===== src/rtl/i2s_tx_pkg.sv =====
// Shared definitions for the I2S / left-justified / TDM serial-audio transmitter.
package i2s_tx_pkg;

    // Framing mode encodings
    localparam int MODE_I2S = 0;
    localparam int MODE_LJ  = 1;
    localparam int MODE_TDM = 2;

    // Widest sample the FIFO word can carry
    localparam int MAX_SAMPLE_WIDTH = 32;

    // One FIFO entry: frame marker plus the (zero-extended) sample
    typedef struct packed {
        logic                        tlast;
        logic [MAX_SAMPLE_WIDTH-1:0] sample;
    } fifo_word_t;

    // Elaboration-time legality check of the transmitter parameter set
    function automatic bit params_ok(
        input int tdata_width,
        input int sample_width,
        input int slot_width,
        input int num_channels,
        input int mode,
        input int fifo_depth,
        input int bclk_div
    );
        bit ok;
        ok = 1'b1;
        if (sample_width < 8 || sample_width > slot_width)           ok = 1'b0;
        if (slot_width > MAX_SAMPLE_WIDTH)                            ok = 1'b0;
        if (sample_width > tdata_width)                               ok = 1'b0;
        if (num_channels < 2 || num_channels > 8)                     ok = 1'b0;
        if (mode < MODE_I2S || mode > MODE_TDM)                       ok = 1'b0;
        if (mode != MODE_TDM && num_channels != 2)                    ok = 1'b0;
        if (fifo_depth < 2 || (fifo_depth & (fifo_depth - 1)) != 0)   ok = 1'b0;
        if (bclk_div < 2)                                             ok = 1'b0;
        return ok;
    endfunction

endpackage


===== src/rtl/i2s_tx_fifo.sv =====
// First-word-fall-through FIFO holding {tlast, sample} words for the transmitter.
module i2s_tx_fifo
    import i2s_tx_pkg::*;
#(
    parameter int DEPTH = 8
) (
    input  logic                     clk,
    input  logic                     rst,
    input  logic                     push,
    input  fifo_word_t               push_word,
    input  logic                     pop,
    output fifo_word_t               head,
    output logic                     full,
    output logic                     empty,
    output logic [$clog2(DEPTH):0]   level
);

    localparam int AW = $clog2(DEPTH);

    fifo_word_t     mem [DEPTH];
    logic [AW:0]    wr_ptr;
    logic [AW:0]    rd_ptr;
    logic           do_push;
    logic           do_pop;

    // A pop frees a slot in the same cycle, so a full FIFO can still accept a push alongside it
    assign do_pop  = pop && !empty;
    assign do_push = push && (!full || do_pop);

    assign level = wr_ptr - rd_ptr;
    assign empty = (level == '0);
    assign full  = (level == (AW+1)'(DEPTH));
    assign head  = mem[rd_ptr[AW-1:0]];

    // Read/write pointers, one extra wrap bit to tell full from empty
    always_ff @(posedge clk or posedge rst) begin
        if (rst) begin
            wr_ptr <= '0;
            rd_ptr <= '0;
        end else begin
            if (do_push) wr_ptr <= wr_ptr + (AW+1)'(1);
            if (do_pop)  rd_ptr <= rd_ptr + (AW+1)'(1);
        end
    end

    // Storage array, no reset needed since entries are only read once written
    always_ff @(posedge clk) begin
        if (do_push) mem[wr_ptr[AW-1:0]] <= push_word;
    end

endmodule


===== src/rtl/i2s_tdm_tx.sv =====
// Serial-audio transmitter: AXI4-Stream samples in, I2S / left-justified / TDM out.
// bclk, frame sync and data are all derived from s00_axis_aclk.
module i2s_tdm_tx
    import i2s_tx_pkg::*;
#(
    parameter int C_S00_AXIS_TDATA_WIDTH = 32,
    parameter int SAMPLE_WIDTH           = 24,
    parameter int SLOT_WIDTH             = 32,
    parameter int NUM_CHANNELS           = 2,
    parameter int MODE                   = 0,
    parameter int FIFO_DEPTH             = 8,
    parameter int BCLK_DIV               = 4
) (
    input  logic                                s00_axis_aclk,
    input  logic                                s00_axis_areset,
    input  logic [C_S00_AXIS_TDATA_WIDTH-1:0]   s00_axis_tdata,
    input  logic                                s00_axis_tvalid,
    output logic                                s00_axis_tready,
    input  logic                                s00_axis_tlast,
    output logic                                bclk,
    output logic                                lrclk,
    output logic                                sdata,
    output logic                                underrun,
    output logic                                frame_err,
    output logic [$clog2(FIFO_DEPTH):0]         fifo_level
);

    localparam int DIV_W  = $clog2(BCLK_DIV);
    localparam int BIT_W  = $clog2(SLOT_WIDTH);
    localparam int SLOT_W = $clog2(NUM_CHANNELS);

    if (!params_ok(C_S00_AXIS_TDATA_WIDTH, SAMPLE_WIDTH, SLOT_WIDTH,
                   NUM_CHANNELS, MODE, FIFO_DEPTH, BCLK_DIV)) begin : g_param_check
        $error("i2s_tdm_tx: illegal parameter combination");
    end

    logic                   clk;
    logic                   rst;

    // Bit clock divider
    logic [DIV_W-1:0]       div_cnt;
    logic                   div_tick;
    logic                   bclk_q;
    logic                   bclk_fall;

    // Position of the bit being driven at the next bclk fall
    logic [BIT_W-1:0]       bit_cnt;
    logic [SLOT_W-1:0]      slot_cnt;
    logic                   slot_start;
    logic                   last_bit;
    logic                   last_slot;

    // FIFO interface
    logic                   ready_en;
    logic                   fifo_push;
    logic                   fifo_pop;
    fifo_word_t             fifo_in;
    fifo_word_t             fifo_head;
    logic                   fifo_full;
    logic                   fifo_empty;

    // Serialiser
    logic [SLOT_WIDTH-1:0]  load_word;
    logic [SLOT_WIDTH-1:0]  shreg;
    logic                   cur_bit;
    logic                   dly_q;
    logic                   sdata_q;
    logic                   lrclk_q;

    // Status
    logic                   started;
    logic                   underrun_q;
    logic                   frame_err_q;

    // Only the low SAMPLE_WIDTH bits of the stream and of the stored word are used
    logic                   unused_bits;
    assign unused_bits = ^{s00_axis_tdata, fifo_head.sample};

    assign clk = s00_axis_aclk;
    assign rst = s00_axis_areset;

    assign div_tick   = (div_cnt == DIV_W'(BCLK_DIV - 1));
    assign bclk_fall  = div_tick && bclk_q;
    assign slot_start = (bit_cnt == '0);
    assign last_bit   = (bit_cnt == BIT_W'(SLOT_WIDTH - 1));
    assign last_slot  = (slot_cnt == SLOT_W'(NUM_CHANNELS - 1));

    assign s00_axis_tready = ready_en && !fifo_full;
    assign fifo_push       = s00_axis_tvalid && s00_axis_tready;
    assign fifo_pop        = bclk_fall && slot_start && !fifo_empty;

    // Divider: bclk toggles every BCLK_DIV aclk cycles, free-running from reset release
    always_ff @(posedge clk or posedge rst) begin
        if (rst) begin
            div_cnt <= '0;
            bclk_q  <= 1'b0;
        end else if (div_tick) begin
            div_cnt <= '0;
            bclk_q  <= ~bclk_q;
        end else begin
            div_cnt <= div_cnt + DIV_W'(1);
        end
    end

    // Bit and slot counters advance after each bit is driven on a bclk fall
    always_ff @(posedge clk or posedge rst) begin
        if (rst) begin
            bit_cnt  <= '0;
            slot_cnt <= '0;
        end else if (bclk_fall) begin
            if (last_bit) begin
                bit_cnt  <= '0;
                slot_cnt <= last_slot ? '0 : slot_cnt + SLOT_W'(1);
            end else begin
                bit_cnt <= bit_cnt + BIT_W'(1);
            end
        end
    end

    // tready is held low until the first clock edge after reset
    always_ff @(posedge clk or posedge rst) begin
        if (rst) ready_en <= 1'b0;
        else     ready_en <= 1'b1;
    end

    // Build the FIFO entry from the stream beat
    always_comb begin
        fifo_in                            = '0;
        fifo_in.tlast                      = s00_axis_tlast;
        fifo_in.sample[SAMPLE_WIDTH-1:0]   = s00_axis_tdata[SAMPLE_WIDTH-1:0];
    end

    i2s_tx_fifo #(
        .DEPTH (FIFO_DEPTH)
    ) u_fifo (
        .clk       (clk),
        .rst       (rst),
        .push      (fifo_push),
        .push_word (fifo_in),
        .pop       (fifo_pop),
        .head      (fifo_head),
        .full      (fifo_full),
        .empty     (fifo_empty),
        .level     (fifo_level)
    );

    // Slot image of the FIFO head: sample MSB-aligned, zero-padded below
    always_comb begin
        load_word                                   = '0;
        load_word[SLOT_WIDTH-1 -: SAMPLE_WIDTH]     = fifo_head.sample[SAMPLE_WIDTH-1:0];
    end

    // At a slot boundary the MSB comes straight from the FIFO head so it leaves on the same fall
    always_comb begin
        cur_bit = shreg[SLOT_WIDTH-1];
        if (slot_start) cur_bit = fifo_empty ? 1'b0 : load_word[SLOT_WIDTH-1];
    end

    // Shift register: loaded (minus its MSB) at slot start, shifted on every other fall
    always_ff @(posedge clk or posedge rst) begin
        if (rst) begin
            shreg <= '0;
        end else if (bclk_fall) begin
            if (slot_start) shreg <= fifo_empty ? '0 : (load_word << 1);
            else            shreg <= shreg << 1;
        end
    end

    // Registered serial outputs; I2S data lags the word select by one bclk via dly_q
    always_ff @(posedge clk or posedge rst) begin
        if (rst) begin
            dly_q   <= 1'b0;
            sdata_q <= 1'b0;
            lrclk_q <= 1'b0;
        end else if (bclk_fall) begin
            dly_q   <= cur_bit;
            sdata_q <= (MODE == MODE_I2S) ? dly_q : cur_bit;
            if (MODE == MODE_TDM) lrclk_q <= (slot_cnt == '0) && slot_start;
            else                  lrclk_q <= (slot_cnt == SLOT_W'(1));
        end
    end

    // Underrun and framing error pulses, evaluated at each slot load
    always_ff @(posedge clk or posedge rst) begin
        if (rst) begin
            started     <= 1'b0;
            underrun_q  <= 1'b0;
            frame_err_q <= 1'b0;
        end else begin
            underrun_q  <= 1'b0;
            frame_err_q <= 1'b0;
            if (bclk_fall && slot_start) begin
                if (!fifo_empty) begin
                    started <= 1'b1;
                    if (fifo_head.tlast != last_slot) frame_err_q <= 1'b1;
                end else if (started) begin
                    underrun_q <= 1'b1;
                end
            end
        end
    end

    assign bclk      = bclk_q;
    assign lrclk     = lrclk_q;
    assign sdata     = sdata_q;
    assign underrun  = underrun_q;
    assign frame_err = frame_err_q;

endmodule


===== config.mk =====
export PLATFORM = sky130hd
export DESIGN_NAME = i2s_tdm_tx
export DESIGN_NICKNAME = d
export VERILOG_FILES = /design/src/rtl/i2s_tx_pkg.sv /design/src/rtl/i2s_tx_fifo.sv /design/src/rtl/i2s_tdm_tx.sv
export SDC_FILE = /design/constraint.sdc
export NUM_CORES = 1
export LEC_CHECK = 0
export BUFFER_PORTS_ARGS = -buffer_cell sky130_fd_sc_hd__buf_2
export CORE_MARGIN = 2
export CORE_UTILIZATION = 50
export CTS_CLUSTER_DIAMETER = 50
export DETAILED_ROUTE_END_ITERATION = 10
export PLACE_DENSITY = 0.67
export RECOVER_POWER = 25
export SLEW_MARGIN = 20
export SYNTH_ARGS = -nofsm -noshare
export SYNTH_HDL_FRONTEND = slang
export SYNTH_HIERARCHICAL = 1
export SYNTH_SLANG_ARGS = --single-unit
export TNS_END_PERCENT = 20

===== constraint.sdc =====
create_clock -name s00_axis_aclk -period 13.1 [get_ports s00_axis_aclk]
set_input_delay 1.965 -clock s00_axis_aclk [delete_from_list [all_inputs] [get_ports s00_axis_aclk]]
set_output_delay 1.965 -clock s00_axis_aclk [all_outputs]
set_load 0.1 [all_outputs]

======== Yosys cells after proc, flatten, opt, wreduce, memory -nomap -nowiden ========
Memory sizes are Yosys's and may differ from the RTL's.
Index checks and enable logic that the tools add are counted.
operators by class
  add/subtract/negate cells ............... 6
  eq/ne operators ......................... 4
  multiplexer cells ....................... 15
  bitwise gates (word level) .............. 2
  reduce and logical (&&, ||, !) cells .... 14
operator list
  kind                                         count
  two-way mux 32 bit                           2
  two-way mux 1 bit                            11
  adder 4 x 1 -> 4 bit, second input constant  2
  logical AND 1 bit                            7
  adder 5 x 1 -> 5 bit, second input constant  1
  == test 5 bit, second input constant         1
  logical NOT 5 bit                            1
  two-way mux 5 bit                            1
  == test 4 bit, second input constant         1
  logical NOT 4 bit                            1
  AND reduction 2 bit                          2
  subtractor 4 bit                             1
  adder 2 x 1 -> 2 bit, second input constant  1
  == test 2 bit, second input constant         1
  logical NOT 1 bit                            2
  two-way mux 2 bit                            1
  NOT 1 bit                                    2
  adder 1 bit, second input constant           1
  logical OR 1 bit                             1
  inequality test 1 bit                        1
word-level totals
  bits in registers ....................... 56
  RAM bits ................................ 200
  input bits .............................. 36
  output and inout bits ................... 10
  word-level logic and storage cells ...... 56
  memories kept ........................... 1
memory list
  name        depth  bits a word  read ports  clocked after memory_dff  wr ports  line               RTL
  u_fifo.mem  8      25           1           0                         1         i2s_tx_fifo.sv:20  fifo_word_t mem [DEPTH];

======== Logic depth before layout (Yosys ltp) ========
Gate-level depths: netlist (run 1).
  word-level depth ........................ 9
  mapped depth ............................ 15
  gate-level depth less buffers ........... 12

======== By module ========
The synthesis (run 1) kept the hierarchy.
modules (own cells, without submodules)
  module       times used  cells each  area each (µm²)  seq. area each (µm²)
  i2s_tx_fifo  1           514         10461.3          8127.8
  i2s_tdm_tx   1           184         1945.6           975.9

======== Worst setup path before layout (run 1) ========
No wires, ideal clock.
  kind .................................... reg2reg
  start ................................... register u_fifo.rd_ptr[2]
  end ..................................... memory u_fifo/mem[0][0] (netlist name), enable pin
  library setup time ...................... 0.506 ns
  arrival time ............................ 8.192 ns
  required time ........................... 12.594 ns
  path slack .............................. 4.402 ns
  stages on the path, launching flop included .. 13
  buffers on the path ..................... 3
  clock period less this slack ............ 8.698 ns
  cell sequence ........................... dfrtp_1 > clkbuf_1 > clkinv_1 > clkbuf_1 > ha_1 > xor2_1 > or3_1 > clkbuf_2 > nor2_1 > nor2b_1 > and2_1 > o31ai_1 > nor4_1
on the way
  elaborated cells between the ends (all ways) .. 13
  those cells by class .................... 1 x add/sub; 1 x eq/ne; 2 x mux; 9 x reduce/logical
RTL lines
  what                                     line               RTL
  start, declared                          i2s_tx_fifo.sv:22  logic [AW:0] rd_ptr;
  start signal, assigned                   i2s_tx_fifo.sv:42  if (do_pop) rd_ptr <= rd_ptr + (AW+1)'(1);
  subtractor 4 bit                         i2s_tx_fifo.sv:30  assign level = wr_ptr - rd_ptr;
  named net fifo_level[2]                  i2s_tdm_tx.sv:25   output logic [$clog2(FIFO_DEPTH):0] fifo_level
  == test 4 bit                            i2s_tx_fifo.sv:32  assign full = (level == (AW+1)'(DEPTH));
  named net fifo_full                      i2s_tdm_tx.sv:59   logic fifo_full;
  logical NOT 1 bit                        i2s_tdm_tx.sv:88   assign s00_axis_tready = ready_en && !fifo_full;
  logical AND 1 bit                        i2s_tdm_tx.sv:88
  named net s00_axis_tready                i2s_tdm_tx.sv:18   output logic s00_axis_tready,
  logical AND 1 bit                        i2s_tdm_tx.sv:89   assign fifo_push = s00_axis_tvalid && s00_axis_tready;
  named net fifo_push                      i2s_tdm_tx.sv:55   logic fifo_push;
  logical AND 1 bit                        i2s_tx_fifo.sv:28  assign do_push = push && (!full || do_pop);
  two-way mux 1 bit                        i2s_tx_fifo.sv:48  if (do_push) mem[wr_ptr[AW-1:0]] <= push_word;
  two-way mux 1 bit (implied by the code)  i2s_tx_fifo.sv:48
  end, declared                            i2s_tx_fifo.sv:20
The timed path passes the listed nets, and every way through them passes these cells.

======== Worst setup path after layout (run 1) ========
  start ................................... register u_fifo.rd_ptr[1]
  end ..................................... output port s00_axis_tready
on the way
  cells in the longest elaborated chain, start to end .. 4
ends and longest elaborated chain
  what                 line
  subtractor 4 bit     i2s_tx_fifo.sv:30
  == test 4 bit        i2s_tx_fifo.sv:32
  named net fifo_full  i2s_tdm_tx.sv:59
  logical NOT 1 bit    i2s_tdm_tx.sv:88
  logical AND 1 bit    i2s_tdm_tx.sv:88
  end, declared        i2s_tdm_tx.sv:18
The timed path passes the listed nets, and every way through them passes these cells.

==> results.md, run 1 <==
* Layout cell share with drive strength beyond 1 at 22.17%
* CTS buffer count at 27
* Avg Inst Size Synth at 16.92 um2
* Slew headroom at -45.59%
* RSZ-0062 raised after global routing: no
* Crit path max fanout at 53
* Die height at 145.6 um
* Synth warn at 6
* Slew Viols, Final at between 50 and 60
* Startpoint types: flop
* Placer Congestion at approximately 0.78
* Leakage dissipation at 4.040 nW
* Slew @ Worst Pin at approximately 2200 ps
* Worst Setup Path Type: reg2out
* Htree depth at 1
* Required @ worst endpoint at ~11,000 ps
* Die width at around 150 um
* WL/cell at approximately 20 um
* Clock Pin Slew Worst Setup and Hold Paths at roughly 60 ps
* Fin crit period at 5210 ps
* Worst ir drop on vdd at approximately 0.00018 V
* Root Buffer: clkbuf_16
* Total GRT Usage at 18.26%
* Buffers & Inverters on Critical Path at 3
* Min-delay worst type: reg2reg
* Placed cell count at 878
* Initial DRC count at between 300 and 400
* Residual DRC count at 0
* Worst Setup End Kind: output pin
* Core ar. at 19,590 um2
* Final setup TNS at 0 ps
* Mapped Cells at 593
* Routed Antenna Nets at 0
* Final Instance Area at 11,430 um2
* Vias at 5,048
* Fin crit share at 39.77%
* Area of the die at 21,210 um2
* Vias per inst at 5.440
* First-pass GRT wire length at 29.94 mm
* Critical-path cell list: buf_4, inv_1, fa_1, xor2_1, or3_1, nor2_1, nor2b_1, buf_2
* Outcome: complete, but fails checks
* Failing checks: max-capacitance violations, max-slew violations
* Clk_skew at 11.87 ps
* # hold bufs at CTS at 0
* CTS tree: built
* Post-Synthesis Cell Area at 10,030 um2
* Syn nets at roughly 640
* Arrival @ worst endpoint at around 3200 ps
* Row count at 51
* Later-pin clock latency in the skew report at between 500 and 600 ps
* Fin cells at 928
* Detail Placement HPWL at approximately 10 mm
* Post-CTS setup buffer count at 0
* Initial antenna violation count at 0
* Maxcap violations at 1
* Synth-to-layout area growth at 13.98%
* CP max stage delay at 600 ps
* Clk sinks at 247
* PortBufs at 37
* Initial Utilization at between 50 and 60%
* FMAX at around 0.19 GHz
* Final WL at 18.56 mm
* Number of diodes at 0
* Area after DPL at 10,540 um2
* DRT Pass-1 Iters at 4
* Total gr overflow at 0
* Cell family with most CP delay: buffers and inverters
* Fin. Hold Viols at 0
* Longest Clk Path Bufs at 3
* Worst hold margin at 428.6 ps
* Largest net degree at the start of global routing at 54
* # setup viols final at 0
* Final #Nets at slightly below 700
* Post-CTS resize count at 0
* Ports at 46
* Fill count at 1,480
* CP max stage cell: buf_4
* Number of global-route vias before repair at 5,412
* P per Cell Area at 194.6 nW/um2
==> report_power, final <==
part | switching [W] | internal, W | total (W) | leakage, nW
Clock | 0.000299 | 0.000469 | 0.000768 | 0.447
Sequential | 0.0000375 | 0.000938 | 0.000975 | 2.39
Combinational | 0.000306 | 0.000176 | 0.000482 | 1.20
Total | 0.000643 | 0.00158 | 0.00223 | 4.04
==> final cells by class <==
type	count	area [um2]	share of cell area, %
inverter	11	41.29	0.3611
tap	265	331.6	2.900
clock buffer	34	721.9	6.314
multi-input combinational	300	2664	23.30
timing repair buffer	55	297.8	2.605
sequential	247	7187	62.86
clock inverter	16	190.2	1.663
==> flip-flops by register name (all words and copies together), names as in the netlist, 2 cells and up <==
signal         flops
bit_cnt            5
u_fifo/rd_ptr      4
shreg             23
div_cnt            2
u_fifo/wr_ptr      4
u_fifo/mem       200
==> cell usage in the layout (no fill, tap or decap), drive strengths merged, types with 12 or more instances in the layout <==
| master | count |
|---|---|
| buf | 36 |
| clkbuf | 53 |
| dfrtp | 47 |
| mux2i | 23 |
| mux4 | 50 |
| inv | 12 |
| nand2 | 109 |
| o21ai | 30 |
| edfxtp | 200 |
| nor2b | 14 |
==> stage by stage <==
step                      setup WS (ps)  util, %  power, W
after detailed placement           8314    53.82  0.001480
after global routing               7634    58.36  0.002321
after floorplan                    5302        -  0.001373
after global placement             8412    53.82  0.001463
after CTS                          7836    58.48  0.002248
final                              7890    58.36  0.002225
==> per-layer routing <==
layer  up-vias  routed length [um]  track usage [%]
met5         -                   0                0
met4         0                 452            5.245
met2       103                9668            32.65
met1      2592                7570            23.13
li1       2319                   -                -
met3        34                 868            3.103
==> final timing paths <==
| path | depth (start not counted) | slack, ps | start | to |
|---|---|---|---|---|
| setup reg to reg | 14 | 8400 | u_fifo/rd_ptr[1] | u_fifo/mem[6][9] |
| min in group asynchronous | 2 | 1390 | s00_axis_areset | u_fifo/wr_ptr[0] |
| hold reg to reg | 1 | 430 | div_cnt[0] | div_cnt[0] |
| setup / recovery | 8 | 7890 | u_fifo/rd_ptr[1] | s00_axis_tready |
| hold / removal | 1 | 430 | div_cnt[0] | div_cnt[0] |
| max in group asynchronous | 3 | 11160 | s00_axis_areset | shreg[19] |
No activity file was read; power rests on OpenSTA's default activity.
==> inputs of run 2 (changes only) <==
clock period = 5.1 ns   (was 13.1 ns; I/O delays follow)
==> run 2 against run 1 <==
The run now ends clean; power grew to 2.6 times the previous value; die area unchanged; final cell count is 0.32% higher; clock power rose to 2.5 times the previous value; via count up 0.53%; largest cell class unchanged.
==> results.md, run 2 (synthesized netlist as in run 1, its figures left out) <==
* Vias per inst at 5.451
* Initial Utilization at about half
* FMAX at between 0.2 and 0.3 GHz
* Area after DPL at 10,600 um2
* Worst hold margin at 194.1 ps
* Later-pin clock latency in the skew report at 540 ps
* Maxcap violations at 0
* Fin. Hold Viols at 0
* Longest Clk Path Bufs at 3
* Total gr overflow at 0
* Leakage dissipation at 4.050 nW
* Slew Viols, Final at 0
* Min-delay worst type: in2async
* Fin cells at roughly 930
* Total GRT Usage at between 10% and 20%
* Final worst setup slack at 1131 ps
* Startpoint types: flop
* Slew headroom at approximately 47%
* Slew @ Worst Pin at 794.5 ps
* Final WL at 18.64 mm
* Routed Antenna Nets at 0
* Placed cell count at 878
* Largest net degree at the start of global routing at 54
* Area of the die at around 21,000 um2
* Fin crit share at 77.82%
* Commonest non-fill, non-tap cell in the layout: edfxtp_1
* Synth-to-layout area growth at 14.47%
* Clk sinks at between 200 and 250
* First-pass GRT wire length at 30.23 mm
* Initial antenna violation count at 0
* WL/cell at 20.03 um
* CTS tree: built
* Residual DRC count at 0
* Critical-path cell list: ha_1, a21oi_1, and3_1, or2_2, inv_1, nor2_1, nor3b_4, o41a_4, nand2_1, nor2_2, buf_4
* Fin crit period at 3969 ps
* Core ar. at 19,590 um2
* Max reg flops at 200
* CTS buffer count at 29
* Worst r2r path cells at 11
* Number of diodes at 0
* Worst Setup Path Type: reg2reg
* PortBufs at 37
* Post-CTS resize count at 0
* Dpl ws at between 1000 and 1500 ps
* Outcome: finished, final reports clean
* Required @ worst endpoint at between 5000 and 6000 ps
* Crit path max fanout at 15
* DRT Pass-1 Iters at 4
* Layout cell share with drive strength beyond 1 at 22.22%
* RSZ-0062 raised after global routing: no
* Final Power at 0.005735 W
* Worst Setup End Kind: flop
* Die height at 145.6 um
* Root Buffer: clkbuf_16
* Detail Placement HPWL at 10.60 mm
* # hold bufs at CTS at 0
* Row count at 51
* Placer Congestion at 0.7713
* Htree depth at 1
* Clk_skew at 16.60 ps
* Ports at 46
* Final Instance Area at 11,480 um2
* Final #Nets at just under 700
* Worst ir drop on vdd at between 0.0003 and 0.0004 V
* P per Cell Area at 499.4 nW/um2
* Initial DRC count at 386
* CP max stage delay at 620 ps
* Die width at ~150 um
* Post-CTS setup buffer count at 0
* Number of global-route vias before repair at 5,413
* Arrival @ worst endpoint at 4190 ps
* Clock Pin Slew Worst Setup and Hold Paths at 60 ps
* # setup viols final at 0
* CP max stage cell: nor2_2
* Vias at between 5k and 6k
* Most frequent cells in the layout: edfxtp_1 (200), nand2_1 (109), mux4_2 (50)
[run 2: cell types whose count changed in the layout (fill, tap and decap cells not counted), sizes merged]
cell,delta
buf,+2
bufinv,-2
clkbuf,+5
clkinv,-6
clkinvlp,+1
inv,+3
[run 2: area by class of cell]
| class | count | area [um2] |
|---|---|---|
| tap | 265 | 331.6 |
| clock inverter | 12 | 133.9 |
| timing repair buffer | 55 | 299.0 |
| inverter | 11 | 41.29 |
| clock buffer | 41 | 770.7 |
| multi-input combinational | 300 | 2719 |
| fill | 1494 | 8108 |
| sequential | 247 | 7187 |
[run 2: final timing paths]
path                                     end  slack, ps             start
max reg2reg                 u_fifo/mem[3][9]       1130  u_fifo/wr_ptr[2]
min in group s00_axis_aclk        div_cnt[0]        440        div_cnt[0]
max in group asynchronous          shreg[27]       4360   s00_axis_areset
min reg2reg                       div_cnt[0]        440        div_cnt[0]
min                         u_fifo/rd_ptr[1]        190   s00_axis_areset
max                         u_fifo/mem[3][9]       1130  u_fifo/wr_ptr[2]
[run 2: metal layers]
layer	vias up	share of wire, %	global-route usage [%]
li1	2322	-	-
met1	2601	42	24.19
met2	119	51	31.61
met3	33	4.1	3.135
met4	0	2.7	5.049
met5	-	0	0
[run 2: where the power goes]
part | switching, W | internal (W)
combinational | 0.000805 | 0.000467
clock | 0.000787 | 0.00116
sequential | 0.000105 | 0.00241
total | 0.00170 | 0.00404
[run 2: metrics by stage]
step,util (%),TNS (ps)
2_1_floorplan,-,-11300
3_3_place_gp,54.10,0
3_5_place_dp,54.10,0
4_1_cts,58.72,0
5_1_grt,58.61,0
6_report,58.61,0
[run 2: worst max-delay path, delay by kind of cell, from the launching register on]
kind | cells | cell delay, ps
buf+inv | 2 | 520
flops | 1 | 520
compound gates | 2 | 390
simple gates | 6 | 1700
fa+ha+maj | 1 | 500
==> inputs of run 3 (changes only) <==
clock period = 4.1 ns   (was 5.1 ns; I/O delays follow)
==> run 3 against run 2 <==
Combinational power increased by 38%; sequential share of layout area decreased by 0.86 points; clock skew decreased by 3.8 ps; final cell count increased by 0.21%; critical path depth increased by 1; via count decreased by 0.59%; critical path type unchanged; critical endpoint is now u_fifo/mem[5][18]; largest cell class unchanged.
==> results.md, run 3 (synthesized netlist as in run 1, its figures left out) <==
* Required @ worst endpoint at approximately 4300 ps
* WL/cell at 20.22 um
* DRT Pass-1 Iters at 4
* Final #Nets at about 690
* First-pass GRT wire length at around 30 mm
* Total GRT Usage at around 18%
* Vias at 5,045
* Slew Viols, Final at 0
* Root Buffer: clkbuf_16
* Placer Congestion at 0.7956
* Fill count at 1,461
* Later-pin clock latency in the skew report at 530 ps
* Final setup TNS at 0 ps
* Arrival @ worst endpoint at 3880 ps
* Critical Path Stages at 12
* Clock Pin Slew Worst Setup and Hold Paths at 60 ps
* Initial DRC count at 345
* Synth-to-layout area growth at 16.08%
* # setup viols final at 0
* Vias per inst at about 5.4
* Reg-to-reg startpoint: u_fifo/wr_ptr[0]
* CTS buffer count at 28
* Initial Utilization at roughly 51%
* GRT busiest layer: met2
* Clk_skew at 12.77 ps
* Worst ir drop on vdd at 0.0004357 V
* FMAX at 0.2720 GHz
* Final worst setup slack at 423.1 ps
* RSZ-0062 raised after global routing: no
* Core ar. at 19,590 um2
* Htree depth at 1
* Total gr overflow at 0
* Fin. Hold Viols at 0
* Die width at 145.6 um
* Worst r2r path cells at 12
* Critical-path cell list: inv_2, ha_4, inv_2, fa_2, xor2_4, or3_1, nor2_1, nor3b_4, buf_4, o31ai_4, nor3_4, buf_4
* Fin crit period at around 3700 ps
* Number of global-route vias before repair at 5,362
* Cell family with most CP delay: simple AND/OR/NAND/NOR gates
* Area of the die at 21,210 um2
* Slew @ Worst Pin at 792.4 ps
* Max reg flops at 200
* Die height at 145.6 um
* Longest Clk Path Bufs at 3
* Startpoint types: flop
* Final Instance Area at approximately 12,000 um2
* CP max stage delay at 590 ps
* Met3 GRT Util at 2.790%
* Critical Path End: u_fifo/mem[5][18]
* Largest net degree at the start of global routing at 54
* Routed Antenna Nets at 0
* Initial antenna violation count at 0
* Residual DRC count at 0
* Outcome: finished, final reports clean
* Detail Placement HPWL at 10.44 mm
* Row count at 51
* Leakage dissipation at 4.123 nW
* Clk sinks at 247
* Min-delay worst type: in2async
* Commonest non-fill, non-tap cell in the layout: edfxtp_1
* Worst hold margin at 32.29 ps
* Number of diodes at 0
* CP max stage cell: nor3_4
* Setup slack, reg-to-reg at 420 ps
* Worst Setup Path Type: reg2reg
* Post-CTS setup buffer count at 0
* Crit path max fanout at 15
* Ports at 46
* CTS tree: built
* GRT met1 Usage at roughly a quarter
* Critical path origin: u_fifo/wr_ptr[0]
* Worst Setup End Kind: flop
* Maxcap violations at 0
* Final Power at 0.007368 W
* Most frequent cells in the layout: edfxtp_1 (200), nand2_1 (108), mux4_2 (50)
* Layout cell share with drive strength beyond 1 at 25.15%
* Fin crit share at about 90%
* Post-CTS resize count at 0
* Worst R2R End: u_fifo/mem[5][18]
* Slew headroom at 47.18%
* Buffers & Inverters on Critical Path at 4
* Final WL at 18.86 mm
* # hold bufs at CTS at 0
* Dpl ws at 432.1 ps
* P per Cell Area at 632.8 nW/um2
* PortBufs at 37
* Met2 usage at a little under a third
* Area after DPL at 10,710 um2
-- run 3: cell types whose count changed in the layout (fill, tap and decap cells not counted), moves of 2 or more --
cell / before / now
buf_12: 0 / 2
clkinv_2: 1 / 8
buf_4: 18 / 20
inv_1: 10 / 7
inv_8: 1 / 3
clkbuf_1: 29 / 22
inv_2: 0 / 2
buf_2: 20 / 15
-- run 3: cell type report --
class | count | area [um2] | share of cell area [%]
flip-flops and latches | 247 | 7188 | 61.73
multi-input cells | 300 | 2770 | 23.79
clock buffers | 32 | 747.0 | 6.415
repair buffers | 58 | 351.6 | 3.020
well taps | 265 | 331.6 | 2.848
clock inverters | 20 | 209.0 | 1.795
inverters | 11 | 46.29 | 0.3976
-- run 3: worst register-to-register path, delay by kind of cell, from the launching register on --
kind / cells / cell delay (ps)
AND/OR/NAND/NOR: 4 / 1300
XOR/XNOR: 1 / 170
flip-flops: 1 / 480
buffers and inverters: 4 / 750
AO/OA/AOI/OAI: 1 / 100
adder cells (fa/ha/maj): 2 / 530
-- run 3: worst min path at each step --
stage,start,cells after the start,endpoint,slack [ps]
final,s00_axis_areset,2,u_fifo/rd_ptr[3],30
after global routing,s00_axis_areset,2,u_fifo/rd_ptr[0],40
after CTS,s00_axis_areset,2,u_fifo/rd_ptr[3],30
after detailed placement,div_cnt[0],1,div_cnt[0],420
after global placement,div_cnt[0],1,div_cnt[0],410
after floorplan,div_cnt[0],1,div_cnt[0],400
-- run 3: routing by layer --
metal,up-vias,wire length (um)
met4,0,486
met3,38,819
met2,109,9404
met5,-,0
met1,2572,8150
li1,2326,-
-- run 3: power by group --
part	switching, W	leakage (nW)	internal, W	total (W)
logic	0.00109	1.26	0.000653	0.00175
registers	0.000108	2.39	0.00300	0.00311
clock network	0.00100	0.476	0.00152	0.00252
total	0.00220	4.12	0.00517	0.00737
-- run 3: through the flow --
stage | cells | util [%]
final | 933 | 59.44
after global routing | 933 | 59.44
after CTS | 933 | 59.55
after detailed placement | 881 | 54.67
after global placement | 881 | 54.67
after floorplan | 593 | -
